===== src/rtl/counter_pkg.sv =====
// Shared types for bounded_load_counter: terminal-mode encoding and direction codes.
package counter_pkg;

  typedef enum logic [1:0] {
    WRAP_BOUND = 2'b00,
    WRAP_LOAD  = 2'b01,
    SATURATE   = 2'b10,
    ONE_SHOT   = 2'b11
  } cnt_mode_e;

  localparam logic DIR_UP   = 1'b1;
  localparam logic DIR_DOWN = 1'b0;

endpackage : counter_pkg


===== src/rtl/bounded_load_counter.sv =====
// Loadable up/down counter with programmable bounds and selectable terminal behaviour
// (wrap to bound, reload, saturate, one-shot).
module bounded_load_counter
  import counter_pkg::*;
#(
  parameter int WIDTH     = 8,
  parameter int RESET_VAL = 0
) (
  input  logic             clk,
  input  logic             reset,
  input  logic             en_i,
  input  logic             load_i,
  input  logic [WIDTH-1:0] load_val_i,
  input  logic             dir_i,
  input  logic [1:0]       mode_i,
  input  logic [WIDTH-1:0] lo_i,
  input  logic [WIDTH-1:0] hi_i,
  output logic [WIDTH-1:0] count_o,
  output logic             tc_o,
  output logic             done_o,
  output logic             bound_err_o
);

  logic [WIDTH-1:0] count_reg, count_next;
  logic             tc_reg, tc_next;
  logic             done_reg, done_next;
  logic             bound_err;
  logic             count_up;
  logic             terminal;
  logic             advance;
  cnt_mode_e        mode;

  always_comb begin
    bound_err  = (lo_i > hi_i);
    count_up   = (dir_i == DIR_UP);
    mode       = cnt_mode_e'(mode_i);
    // Inclusive compares let an out-of-range loaded value terminate immediately.
    terminal   = count_up ? (count_reg >= hi_i) : (count_reg <= lo_i);
    advance    = en_i & ~bound_err & ~done_reg;

    count_next = count_reg;
    tc_next    = 1'b0;
    done_next  = done_reg;

    if (load_i) begin
      count_next = load_val_i;
      done_next  = 1'b0;
    end else if (advance) begin
      if (!terminal) begin
        count_next = count_up ? (count_reg + WIDTH'(1)) : (count_reg - WIDTH'(1));
      end else begin
        tc_next = 1'b1;
        case (mode)
          WRAP_BOUND: count_next = count_up ? lo_i : hi_i;
          WRAP_LOAD:  count_next = load_val_i;
          SATURATE:   count_next = count_up ? hi_i : lo_i;
          ONE_SHOT: begin
            count_next = count_up ? hi_i : lo_i;
            done_next  = 1'b1;
          end
          default:    count_next = count_reg;
        endcase
      end
    end
  end

  always_ff @(posedge clk or posedge reset) begin
    if (reset) begin
      count_reg <= WIDTH'(RESET_VAL);
      tc_reg    <= 1'b0;
      done_reg  <= 1'b0;
    end else begin
      count_reg <= count_next;
      tc_reg    <= tc_next;
      done_reg  <= done_next;
    end
  end

  assign count_o     = count_reg;
  assign tc_o        = tc_reg;
  assign done_o      = done_reg;
  assign bound_err_o = bound_err;

endmodule : bounded_load_counter


===== config.mk =====
export PLATFORM = sky130hd
export DESIGN_NAME = bounded_load_counter
export DESIGN_NICKNAME = d
export VERILOG_FILES = /design/src/rtl/counter_pkg.sv /design/src/rtl/bounded_load_counter.sv
export SDC_FILE = /design/constraint.sdc
export NUM_CORES = 1
export LEC_CHECK = 0
export CAP_MARGIN = 25
export CORE_ASPECT_RATIO = 1.75
export CORE_MARGIN = 1.5
export CORE_UTILIZATION = 35
export CTS_CLUSTER_DIAMETER = 30
export DETAILED_ROUTE_END_ITERATION = 7
export DONT_BUFFER_PORTS = 1
export GPL_TIMING_DRIVEN = 0
export REMOVE_ABC_BUFFERS = 1
export SYNTH_ARGS = -nofsm -noshare
export SYNTH_HDL_FRONTEND = slang
export SYNTH_SLANG_ARGS = --single-unit

===== constraint.sdc =====
create_clock -name clk -period 2.3 [get_ports clk]
set_input_delay 0.46 -clock clk [delete_from_list [all_inputs] [get_ports clk]]
set_output_delay 0.46 -clock clk [all_outputs]
set_load 0.01 [all_outputs]

==> results.yml, run 1 <==
min_path:
  hold_class: "input port to asynchronous set/reset pin"
synthesis:
  ys_warn_count: 0
  synth_area_um2: 1658
  synth_area_leaders: "ha_1 (23%), dfrtp_1 (15%), inv_1 (5.4%), nor2_1 (4.3%), a21oi_1 (4.2%)"
  synth.top_cell.area_share: 0.2264
  yosysTopAreaCell: "ha_1"
  synth-seq-cells: 10
  seq_area_frac_synth: 0.1509
  synth_area_per_cell_um2: 7.820
  synth_cell_types: 43
  synth_cells: 212
clocking:
  cts_sinks: 10
  root_buffer: "clkbuf_8"
  cts_tree: "yes"
  cts.clk_slew.worst_paths_ns: 0.05
  clkLatencyLatePin_ns: 0.24
  htreeDepth: 1
  cts_buffers: 3
  clockBufferDepth: 2
setup_path:
  reg2regPathDepth: 10
  r2r_slack_ns: -0.03
  worstPathCellList: "inv_4 > ha_4 > nand2b_4 > a2111oi_4 > o211ai_1 > nand2_1 > a22oi_2 > buf_6 > mux2i_1 > a221o_1"
  cp-end-kind: "flop"
  path_buf_inv: 2
  crit_path_start: "count_o[0]"
  path_class: "flop to flop"
  r2r-start: "count_o[0]"
  crit_cells: 10
  path_max_fanout: 5
  cp_top_family: "compound AO/OA/AOI/OAI gates"
  cp-endpoint: "count_o[6]"
  worst_ep_required_time_ns: 2.42
  start_kind: "flop"
  crit_slowest_cell: "dfrtp_2"
  r2r_end: "count_o[6]"
  cp_data_arrival_time_ns: 2.45
  slowest_delay_ns: 0.48
die:
  ioPinCount: 42
  fp.dieW_um: 55.03
  die_h_um: 94.05
  die_area_um2: 5175
  core_um2: 4624
  rows: 33
  start_util: 0.3585
run_status:
  violations: "setup timing"
  outcome: "finished, violations left"
power:
  pwr_density_cell_nw_per_um2: 574.4
  seq_power_share: 0.258
  intPower_uw: 639.6
  power_leakage_nw: 0.8683
  swShare: 0.4228
  total_switching_power_uw: 468.5
  p_clk_frac: 0.168
  comb_power_share: 0.574
  ir_drop_v: 0.0002443
sta:
  worst_pin_slew_ns: 0.5929
  rsz0062_at_grt: "yes"
  hold_viol_final: 0
  fin_crit_ns: 2.328
  fin_crit_sh: 1.012
  skew_ns: 0.002171
  drv_slew: 0
  final-setup-viol-count: 6
  fmax_mhz: 429.5
  setup_ws_ns: -0.02816
  slew_headroom: 0.6048
finish:
  final_nets: 278
  layout_common_cells: "ha_1 (27), inv_1 (21), nor2_1 (18)"
  layout-drive-gt1-share: 0.1682
  diodes: 0
  fin_cells: 266
  synthToLayoutAreaGrowth_pct: 16.38
  final_common_cell: "ha_1"
drt:
  post_drt_wl_per_cell_um: 18.94
  drtIter0Drc: 35
  num_vias: 1599
  firstDrtPassIters: 4
  avgViaCountPerCell: 6.011
  drc: 0
  antenna_violating_nets_post_route: 0
  drt_wl_total_mm: 5.038
placed_design:
  io_buffers: 0
  place_inst: 255
  pre_cts_ws_ns: -0.6108
  place_congestion: 0.8147
  place_hpwl_mm: 3.988
grt:
  antenna_found_initial: 0
  grt_pass1_vias: 1696
  grt_overflow: 0
  grt_usage: 0.2083
  grt_max_degree: 21
  grt_first_pass_wirelength_mm: 7.762
flow_run:
  maxCapViolations: 0
[routing by layer]
layer | vias to the layer above | part of all wire | global-route usage
met4 | 0 | 0.023 | 0.08740
met1 | 752 | 0.35 | 0.2047
met5 | - | 0 | 0
met2 | 38 | 0.58 | 0.3948
li1 | 799 | - | -
met3 | 10 | 0.046 | 0.03503
[sequential cells by signal, indices dropped and copies added, names as in the netlist]
register and cells:
tc_o 1, count_o 8, done_o 1
[worst register-to-register path, delay by kind of cell, from the launching register on]
family                     cells  cell delay, ns
DFF                            1            0.48
AOI/OAI and AO/OA              4            0.88
adders and majority gates      1            0.19
muxes                          1            0.11
and+or+nand+nor                2            0.29
buffers and inverters          2            0.25
[kinds of logic after synthesis]
| family | Yosys count | share of synthesized area |
|---|---|---|
| flops | 10 | 0.1509 |
| mux | 6 | 0.03623 |
| fa+ha+maj | 31 | 0.2385 |
| buf+inv | 33 | 0.07925 |
| xor+xnor | 6 | 0.03170 |
| simple gates | 55 | 0.1668 |
| compound gates | 71 | 0.2966 |
[synth_stat cells]
| master | instances |
|---|---|
| a2111oi_0 | 2 |
| a211o_1 | 2 |
| a211oi_1 | 2 |
| a21o_1 | 5 |
| a21oi_1 | 14 |
| a221o_1 | 6 |
| a221oi_1 | 2 |
| a22o_1 | 1 |
| a22oi_2 | 1 |
| a31o_1 | 2 |
| a31oi_1 | 2 |
| and2_1 | 1 |
| and4_1 | 1 |
| buf_6 | 1 |
| clkbuf_1 | 8 |
| dfrtp_1 | 10 |
| fa_1 | 1 |
| ha_1 | 30 |
| inv_1 | 24 |
| mux2i_1 | 6 |
| nand2_1 | 10 |
| nand2b_1 | 2 |
| nand3_1 | 3 |
| nand4_1 | 3 |
| nor2_1 | 19 |
| nor2b_1 | 3 |
| nor3_1 | 5 |
| nor3b_1 | 3 |
| nor3b_2 | 1 |
| nor4b_1 | 1 |
| o2111ai_1 | 2 |
| o211ai_1 | 1 |
| o21a_1 | 2 |
| o21ai_0 | 13 |
| o21ai_1 | 1 |
| o21ba_1 | 1 |
| o221ai_1 | 3 |
| o22a_1 | 1 |
| o22ai_1 | 8 |
| or2_1 | 1 |
| or3_1 | 2 |
| xnor2_1 | 4 |
| xor2_1 | 2 |
[timing repair]
| action | 4_1_cts | 5_1_grt |
|---|---|---|
| gates resized for setup | 23 | 10 |
| setup buffers | 7 | 0 |
| gates cloned | 1 | 0 |
| setup endpoints to repair | 10 | 10 |
| endpoints found under the hold margin | 0 | 0 |
| hold buffers | 0 | 0 |
| pin swaps | 12 | 2 |
[how the worst min path moves through the flow]
stage	start	to	slack (ns)	cells past startpoint
2_1_floorplan	reset	count_o[0]	0.30	1
3_3_place_gp	reset	count_o[0]	0.36	1
3_5_place_dp	reset	count_o[0]	0.37	1
4_1_cts	reset	tc_o	0.12	1
5_1_grt	reset	count_o[0]	0.12	1
6_report	reset	tc_o	0.10	1
[cell type report]
class                      instances  area (µm²)
fill                             489        2695
multi-input combinational        170        1408
sequential                        10       259.0
inverter                          24       96.34
tap                               52       65.06
timing repair buffer               7       60.06
clock buffer                       3       41.29
[through the flow]
step | util | TNS [ns] | hold slack [ns] | instance area, µm² | power, mW
2_1_floorplan | - | -0.7447 | 0.3002 | 1617 | 0.6657
3_3_place_gp | 0.3636 | -5.023 | 0.3618 | 1682 | 0.7744
3_5_place_dp | 0.3636 | -5.156 | 0.3683 | 1682 | 0.7893
4_1_cts | 0.4080 | -0.09863 | 0.1150 | 1887 | 1.084
5_1_grt | 0.4172 | -0.8449 | 0.1211 | 1929 | 1.191
6_report | 0.4172 | -0.07658 | 0.1019 | 1929 | 1.108
[power by group through the flow]
stage	sequential, mW	combinational [mW]	clock (mW)
finish	0.286	0.636	0.186
global placement	0.276	0.498	0
detailed placement	0.277	0.512	0
floorplan	0.257	0.409	0
global route	0.294	0.704	0.193
CTS	0.284	0.614	0.187
No activity file was read; power rests on OpenSTA's default activity.
==> inputs of run 2 (changes only) <==
--- a/config.mk
+++ b/config.mk
@@ -13,6 +13,7 @@
 export DETAILED_ROUTE_END_ITERATION = 7
 export DONT_BUFFER_PORTS = 1
 export GPL_TIMING_DRIVEN = 0
+export HOLD_SLACK_MARGIN = 0.1
 export REMOVE_ABC_BUFFERS = 1
 export SYNTH_ARGS = -nofsm -noshare
 export SYNTH_HDL_FRONTEND = slang
==> results of run 2 <==
Same layout as run 1: the final DEF is identical, and so are final timing and power.
